[src/rtl/uart_tx_framer.sv]
// UART transmit framer: 8N1 framing with optional even/odd parity bit.
// Bit timing comes from a cycle counter used as a clock enable; there are no derived clocks.
module uart_tx_framer #(
  parameter int clk_freq    = 1000000,
  parameter int baud_rate   = 9600,
  parameter int parity_mode = 0
) (
  input  logic       clk,
  input  logic       rst,
  input  logic       newd,
  input  logic [7:0] tx_data,
  output logic       ready,
  output logic       tx,
  output logic       busy,
  output logic       done,
  output logic [2:0] o_dbg_state
);

  localparam int CPB = clk_freq / baud_rate;
  localparam int CW  = (CPB > 2) ? $clog2(CPB) : 1;
  localparam logic [CW-1:0] CNT_LAST = CW'(CPB - 1);

  generate
    if (CPB < 2) begin : g_cpb_check
      $error("uart_tx_framer: clk_freq/baud_rate must be at least 2");
    end
  endgenerate

  typedef enum logic [2:0] {
    IDLE   = 3'd0,
    START  = 3'd1,
    DATA   = 3'd2,
    PARITY = 3'd3,
    STOP   = 3'd4
  } state_t;

  state_t          r_state;
  state_t          w_state_next;
  logic [CW-1:0]   r_cnt;
  logic [2:0]      r_idx;
  logic [7:0]      r_shift;
  logic            r_par;
  logic            r_tx;
  logic            r_done;
  logic            w_tx_next;
  logic            w_done_next;
  logic            w_accept;
  logic            w_bit_end;
  logic            w_par_calc;

  // Handshake: a byte is taken on any cycle where newd && ready; ready is high only in IDLE,
  // and a newd seen while ready is low is dropped, never queued.
  assign w_bit_end  = (r_cnt == CNT_LAST);
  assign w_par_calc = (^tx_data) ^ (parity_mode == 2);

  always_comb begin
    w_state_next = r_state;
    w_tx_next    = r_tx;
    w_done_next  = 1'b0;
    w_accept     = 1'b0;
    case (r_state)
      IDLE: begin
        w_tx_next = 1'b1;
        if (newd) begin
          w_accept     = 1'b1;
          w_state_next = START;
          w_tx_next    = 1'b0;
        end
      end
      START: begin
        if (w_bit_end) begin
          w_state_next = DATA;
          w_tx_next    = r_shift[0];
        end
      end
      DATA: begin
        if (w_bit_end) begin
          if (r_idx == 3'd7) begin
            if (parity_mode != 0) begin
              w_state_next = PARITY;
              w_tx_next    = r_par;
            end else begin
              w_state_next = STOP;
              w_tx_next    = 1'b1;
            end
          end else begin
            // r_shift[0] is the bit on the line now; the next one sits just above it
            w_tx_next = r_shift[1];
          end
        end
      end
      PARITY: begin
        if (w_bit_end) begin
          w_state_next = STOP;
          w_tx_next    = 1'b1;
        end
      end
      STOP: begin
        if (w_bit_end) begin
          w_state_next = IDLE;
          w_tx_next    = 1'b1;
          w_done_next  = 1'b1;
        end
      end
      default: begin
        w_state_next = IDLE;
        w_tx_next    = 1'b1;
      end
    endcase
  end

  always_ff @(posedge clk) begin
    if (rst) begin
      r_state <= IDLE;
      r_tx    <= 1'b1;
      r_done  <= 1'b0;
      r_cnt   <= '0;
      r_idx   <= 3'd0;
      r_shift <= 8'd0;
      r_par   <= 1'b0;
    end else begin
      r_state <= w_state_next;
      r_tx    <= w_tx_next;
      r_done  <= w_done_next;
      if (r_state == IDLE || w_bit_end) begin
        r_cnt <= '0;
      end else begin
        r_cnt <= r_cnt + 1'b1;
      end
      if (w_accept) begin
        r_shift <= tx_data;
        r_idx   <= 3'd0;
        r_par   <= w_par_calc;
      end else if (r_state == DATA && w_bit_end) begin
        r_shift <= {1'b0, r_shift[7:1]};
        r_idx   <= r_idx + 3'd1;
      end
    end
  end

  assign ready       = (r_state == IDLE);
  assign busy        = ~ready;
  assign tx          = r_tx;
  assign done        = r_done;
  assign o_dbg_state = r_state;

endmodule

[config.mk]
export PLATFORM = sky130hd
export DESIGN_NAME = uart_tx_framer
export DESIGN_NICKNAME = d
export VERILOG_FILES = /design/src/rtl/uart_tx_framer.sv
export SDC_FILE = /design/constraint.sdc
export NUM_CORES = 1
export LEC_CHECK = 0
export BUFFER_PORTS_ARGS = -buffer_cell sky130_fd_sc_hd__buf_4
export CORE_MARGIN = 2
export CORE_UTILIZATION = 49
export CTS_CLUSTER_SIZE = 24
export DETAILED_ROUTE_END_ITERATION = 10
export PLACE_DENSITY = 0.71
export REMOVE_ABC_BUFFERS = 1
export SYNTH_ARGS = -nofsm -noshare
export SYNTH_HDL_FRONTEND = slang
export SYNTH_SLANG_ARGS = --single-unit
[constraint.sdc]
create_clock -name clk -period 2.04 [get_ports clk]
set_input_delay 0.408 -clock clk [delete_from_list [all_inputs] [get_ports clk]]
set_output_delay 0.408 -clock clk [all_outputs]
set_load 0.05 [all_outputs]
==> results.yml, run 1 <==
min_path:
  hp-class: "in -> reg"
critical_path:
  critPathTopFamily: "simple AND/OR/NAND/NOR gates"
  max_stage_delay_ps: 460
  arrival_ps: 1440
  worstRegToRegCells: 6
  r2r_end: "r_shift[3]"
  crit_path_top_delay_cell: "or3_1"
  setup.worst_path.start_class: "flip-flop"
  worst-r2r-setup-slack_ps: 440
  crit_chain: "or3_1 > inv_1 > buf_4"
  cp-end-kind: "output pin"
  path_depth: 3
  worstPathMaxFanout: 11
  crit_start: "o_dbg_state[2]"
  r2r_start: "r_cnt[0]"
  worst_ep_required_time_ps: 1630
  endpoint: "ready"
  cp_num_buf_inv: 2
  crit_type: "reg -> out"
drt:
  drcViolationCount: 0
  drt_iter0_markers: 6
  avgRoutedWirePerCell_um: 11.4
  ant_nets: 0
  vias_per_cell: 5.28
  first_pass_iters: 4
  vias: 840
  routed_wl_mm: 1.82
placed_design:
  dpl_worst_slack_ps: 440
  place_inst: 155
  hpwl_mm: 1.33
  placed_area_mm2: 0.00120
  gp_congestion: 0.763
  port_buffers: 17
floorplanning:
  die_area_mm2: 0.00256
  core_area_mm2: 0.00200
  die_h_um: 50.6
  ios: 18
  start_util_pct: 53.1
  die_w_um: 50.6
  row_count: 16
grt:
  antenna_found_initial: 0
  grt_max_degree: 19
  first_global_vias: 789
  overflow: 0
  grt_usage_pct: 16.6
  grt_pass1_wl_mm: 3.28
sta:
  setup_tns_ps: 0
  setup_violations: 0
  rsz0062_at_grt: "false"
  hold_slack_ps: 348
  tightest_slew_ps: 570
  slew-limit-headroom_pct: 61.9
  finClkSkew_ps: 1.77
  fmax_ghz: 0.541
  setup_ws_ps: 192
  drv_slew: 0
  finalCriticalPeriod_ps: 1850
  hold_viol: 0
  post-route-period-util_pct: 90.6
cells_and_area:
  post-route-util_pct: 61.1
  diodes: 0
  drive_above_1_share_pct: 19.7
  num-nets-final: 147
  area_growth_pct: 15.1
  finalInstanceArea_mm2: 0.00122
  finalNonFillerCells: 159
clocking:
  post-cts-setup-buffers: 0
  clk_transition_reported_paths_ps: 120
  cts_buffers: 3
  clock_sinks: 23
  clk_latency_ps: 300
  cts_tree: "yes"
  cts_resized: 0
  clock-root-buffer: "clkbuf_4"
  hold_buffers: 0
  clk_path_buf_depth: 2
  htree_levels: 1
synth:
  ys_seq_area_share_pct: 43.3
  synth.most_common_cell: "dfxtp_1"
  synthFlopType: "dfxtp_1"
  synth_cell_types: 29
  ys_ff_latch: 23
  synth_area_leaders: "dfxtp_1 43%, mux2i_1 9.4%, nor2_1 6.0%, a211oi_1 5.6%, ha_1 3.5%"
  syn_inst: 116
  yosys_warnings: 0
  syn_area_mm2: 0.00106
  yosysTopAreaCell: "dfxtp_1"
  synth-edff-count: 0
  synthArstFlopShare_pct: 0
  yosysTopAreaCellShare_pct: 43.3
  synth_area_per_cell_um2: 9.17
  synth_common_cells: "23 x dfxtp_1, 17 x nor2_1, 10 x mux2i_1"
power_and_ir_drop:
  leakagePower_nw: 0.553
  powerDensity_mw_per_mm2: 656
  total_power_mw: 0.803
  vdd_drop_max_mv: 0.430
status:
  outcome: "finished, final reports clean"
run:
  drv_cap: 0
[state kept, by name (all words and copies together) (netlist names)]
name         flops
tx               1
done             1
o_dbg_state      3
r_cnt            7
r_idx            3
r_shift          8
[cell usage in the layout, fill, tap and decap left out, drive strengths merged]
cell type | synthesis | final
buf | 7 | 19
dfxtp | 23 | 23
and3 | 2 | 2
nand4 | 1 | 1
mux2i | 10 | 10
nor4 | 1 | 1
or3 | 1 | 1
nand3b | 2 | 2
nor4b | 1 | 1
and2b | 2 | 2
a211oi | 8 | 8
a21oi | 4 | 4
nor2 | 17 | 17
nor3b | 2 | 2
nor3 | 5 | 5
nand3 | 6 | 6
clkbuf | 0 | 4
inv | 2 | 2
xor2 | 3 | 3
or4b | 1 | 1
o21ai | 6 | 6
nand4b | 1 | 1
or2b | 1 | 1
ha | 3 | 3
nand2 | 4 | 4
nand2b | 1 | 1
xnor2 | 2 | 2
[report_power, final]
group / total [mW] / internal, mW / leakage [nW] / switching [mW]
Sequential: 0.482 / 0.468 / 0.188 / 0.0140
Combinational: 0.112 / 0.0456 / 0.350 / 0.0659
Clock: 0.209 / 0.0761 / 0.0150 / 0.133
Total: 0.803 / 0.590 / 0.553 / 0.213
[worst reg2reg max path, delay by kind of cell (launching register included)]
kind | cells | cell delay (ps)
flip-flops | 1 | 370
AND/OR/NAND/NOR | 2 | 320
AO/OA/AOI/OAI | 1 | 250
adder cells (fa/ha/maj) | 1 | 220
buffers and inverters | 1 | 220
multiplexers | 1 | 140
[layout make-up]
type,instances,area (µm²)
Inverter,2,7.51
Clock buffer,4,26.3
Sequential cell,23,460
Timing Repair Buffer,19,143
Tap cell,27,33.8
Multi-Input combinational cell,84,553
Fill cell,169,778
[worst min-delay path by stage]
stage / start / to / cells past startpoint
CTS: tx_data[7] / r_shift[7] / 3
finish: tx_data[7] / r_shift[7] / 3
floorplan: r_cnt[0] / r_cnt[0] / 1
global route: tx_data[7] / r_shift[7] / 3
detailed placement: r_cnt[0] / r_cnt[0] / 1
global placement: r_cnt[0] / r_cnt[0] / 1
[cell families after synthesis]
group	synth area share, %
simple gates	24.6
flops	43.3
compound gates	10.4
mux	9.41
buf+inv	4.71
xor+xnor	4.12
fa+ha+maj	3.53
[routing by layer]
metal | vias to the layer above | global-route usage (%) | wire length (µm)
met3 | 2 | 3.57 | 77
met5 | - | 0 | 0
li1 | 444 | - | -
met1 | 376 | 21.6 | 895
met2 | 18 | 27.4 | 833
met4 | 0 | 5.41 | 13
Power figures use the tool's default switching activity.
==> run 2: changes to the inputs <==
--- a/config.mk
+++ b/config.mk
@@ -8,9 +8,11 @@
 export BUFFER_PORTS_ARGS = -buffer_cell sky130_fd_sc_hd__buf_4
 export CORE_MARGIN = 2
 export CORE_UTILIZATION = 49
+export CTS_CLUSTER_DIAMETER = 30
 export CTS_CLUSTER_SIZE = 24
 export DETAILED_ROUTE_END_ITERATION = 10
 export PLACE_DENSITY = 0.71
+export RECOVER_POWER = 100
 export REMOVE_ABC_BUFFERS = 1
 export SYNTH_ARGS = -nofsm -noshare
 export SYNTH_HDL_FRONTEND = slang
==> run 2 against run 1 <==
Register-to-register slack got worse by 80 ps. Sequential power about the same. Power is 0.98% lower. Clock skew increased by 2.8 ps. Core utilization fell by 1.4 points. Critical endpoint unchanged.
==> results.yml, run 2 (synthesized netlist as in run 1, its figures left out) <==
clocking:
  clock-root-buffer: "clkbuf_4"
  htree_levels: 1
  clk_latency_ps: 300
  cts_resized: 0
  clk_path_buf_depth: 2
  hold_buffers: 0
  clk_transition_reported_paths_ps: 120
  cts_tree: "yes"
  clock_sinks: 23
  post-cts-setup-buffers: 0
  cts_buffers: 3
power_and_ir_drop:
  leakagePower_nw: 0.529
  vdd_drop_max_mv: 0.428
  powerDensity_mw_per_mm2: 665
  total_power_mw: 0.795
grt:
  grt_pass1_wl_mm: 3.28
  overflow: 0
  grt_usage_pct: 16.6
  grt_max_degree: 19
  antenna_found_initial: 0
  first_global_vias: 789
min_path:
  hold_depth: 3
  hp-class: "in -> reg"
  hold_path_startpoint: "tx_data[7]"
critical_path:
  endpoint: "ready"
  path_depth: 3
  worst_ep_required_time_ps: 1630
  arrival_ps: 1500
  cp-end-kind: "output pin"
  max_stage_delay_ps: 460
  crit_path_top_delay_cell: "or3_1"
  cp_num_buf_inv: 2
  r2r_start: "r_cnt[0]"
  worstPathMaxFanout: 11
  worstRegToRegCells: 6
  crit_chain: "or3_1 > inv_1 > buf_2"
  critPathTopFamily: "simple AND/OR/NAND/NOR gates"
  setup.worst_path.start_class: "flip-flop"
  crit_type: "reg -> out"
  worst-r2r-setup-slack_ps: 360
  crit_start: "o_dbg_state[2]"
  r2r_end: "r_shift[3]"
cells_and_area:
  drive_above_1_share_pct: 15.2
  num-nets-final: 147
  regMostFlops: "r_shift"
  area_growth_pct: 12.4
  final_cell_mix: "23 x dfxtp_1, 17 x nor2_1, 11 x buf_4"
  top_regs: "r_shift (8), r_cnt (7)"
  largest_reg_flops: 8
  final_common_cell: "dfxtp_1"
  diodes: 0
drt:
  drt_iter0_markers: 6
  routed_wl_mm: 1.82
  avgRoutedWirePerCell_um: 11.5
  first_pass_iters: 4
  vias_per_cell: 5.29
  vias: 841
  drcViolationCount: 0
  ant_nets: 0
sta:
  finClkSkew_ps: 4.59
  post-route-period-util_pct: 93.3
  finalCriticalPeriod_ps: 1900
  drv_slew: 0
  tightest_slew_ps: 594
  rsz0062_at_grt: "false"
  slew-limit-headroom_pct: 60.6
  hold_viol: 0
  setup_violations: 0
  fmax_ghz: 0.525
  setup_tns_ps: 0
status:
  outcome: "finished, final reports clean"
floorplanning:
  row_count: 16
  ios: 18
  core_area_mm2: 0.00200
  die_area_mm2: 0.00256
  die_h_um: 50.6
  start_util_pct: 53.1
  die_w_um: 50.6
placed_design:
  gp_congestion: 0.763
  port_buffers: 17
  hpwl_mm: 1.33
run:
  drv_cap: 0
[run 2: cell count changes in the layout (fill, tap and decap cells not counted), sizes merged]
cell,previous run,this run
buf,19,12
clkbuf,4,11
[run 2: final cells by class]
| class | count | area, µm² |
|---|---|---|
| fillers | 180 | 807 |
| multi-input cells | 84 | 551 |
| flip-flops and latches | 23 | 460 |
| repair buffers | 19 | 116 |
| well taps | 27 | 33.8 |
| clock buffers | 4 | 26.3 |
| inverters | 2 | 7.51 |
[run 2: per-stage QoR]
stage	hold WS [ps]	cell area, µm²	cells	worst slack (ps)	util [%]
after floorplan	413	1020	109	-8.36	-
after global placement	424	1200	155	520	59.8
after detailed placement	439	1200	155	440	59.8
after CTS	352	1220	159	174	61.1
after global routing	360	1190	159	54.0	59.7
final	352	1190	159	136	59.7
[run 2: worst min-delay path by stage]
stage / to / slack [ps]
2_1_floorplan: r_cnt[0] / 410
3_3_place_gp: r_cnt[0] / 420
3_5_place_dp: r_cnt[0] / 440
4_1_cts: r_shift[7] / 350
5_1_grt: r_shift[7] / 360
6_report: r_shift[7] / 350
[run 2: worst register-to-register path: stages, from the launching register on]
cell and delay [ps]:
dfxtp_1 370, ha_1 220, and3_1 210, nand4_1 90, clkbuf_2 270, mux2i_1 180
a211oi_1 260
[run 2: power breakdown]
part	total [mW]	switching, mW	internal [mW]
Combinational	0.106	0.0658	0.0401
Sequential	0.482	0.0140	0.468
Clock	0.207	0.131	0.0761
Total	0.795	0.211	0.584
[run 2: layer usage]
layer	share of wire, %	wire [µm]	global-route usage (%)
met5	0	0	0
met4	0.71	13	5.41
met3	4.8	88	3.57
met2	45	824	27.4
met1	49	894	21.6
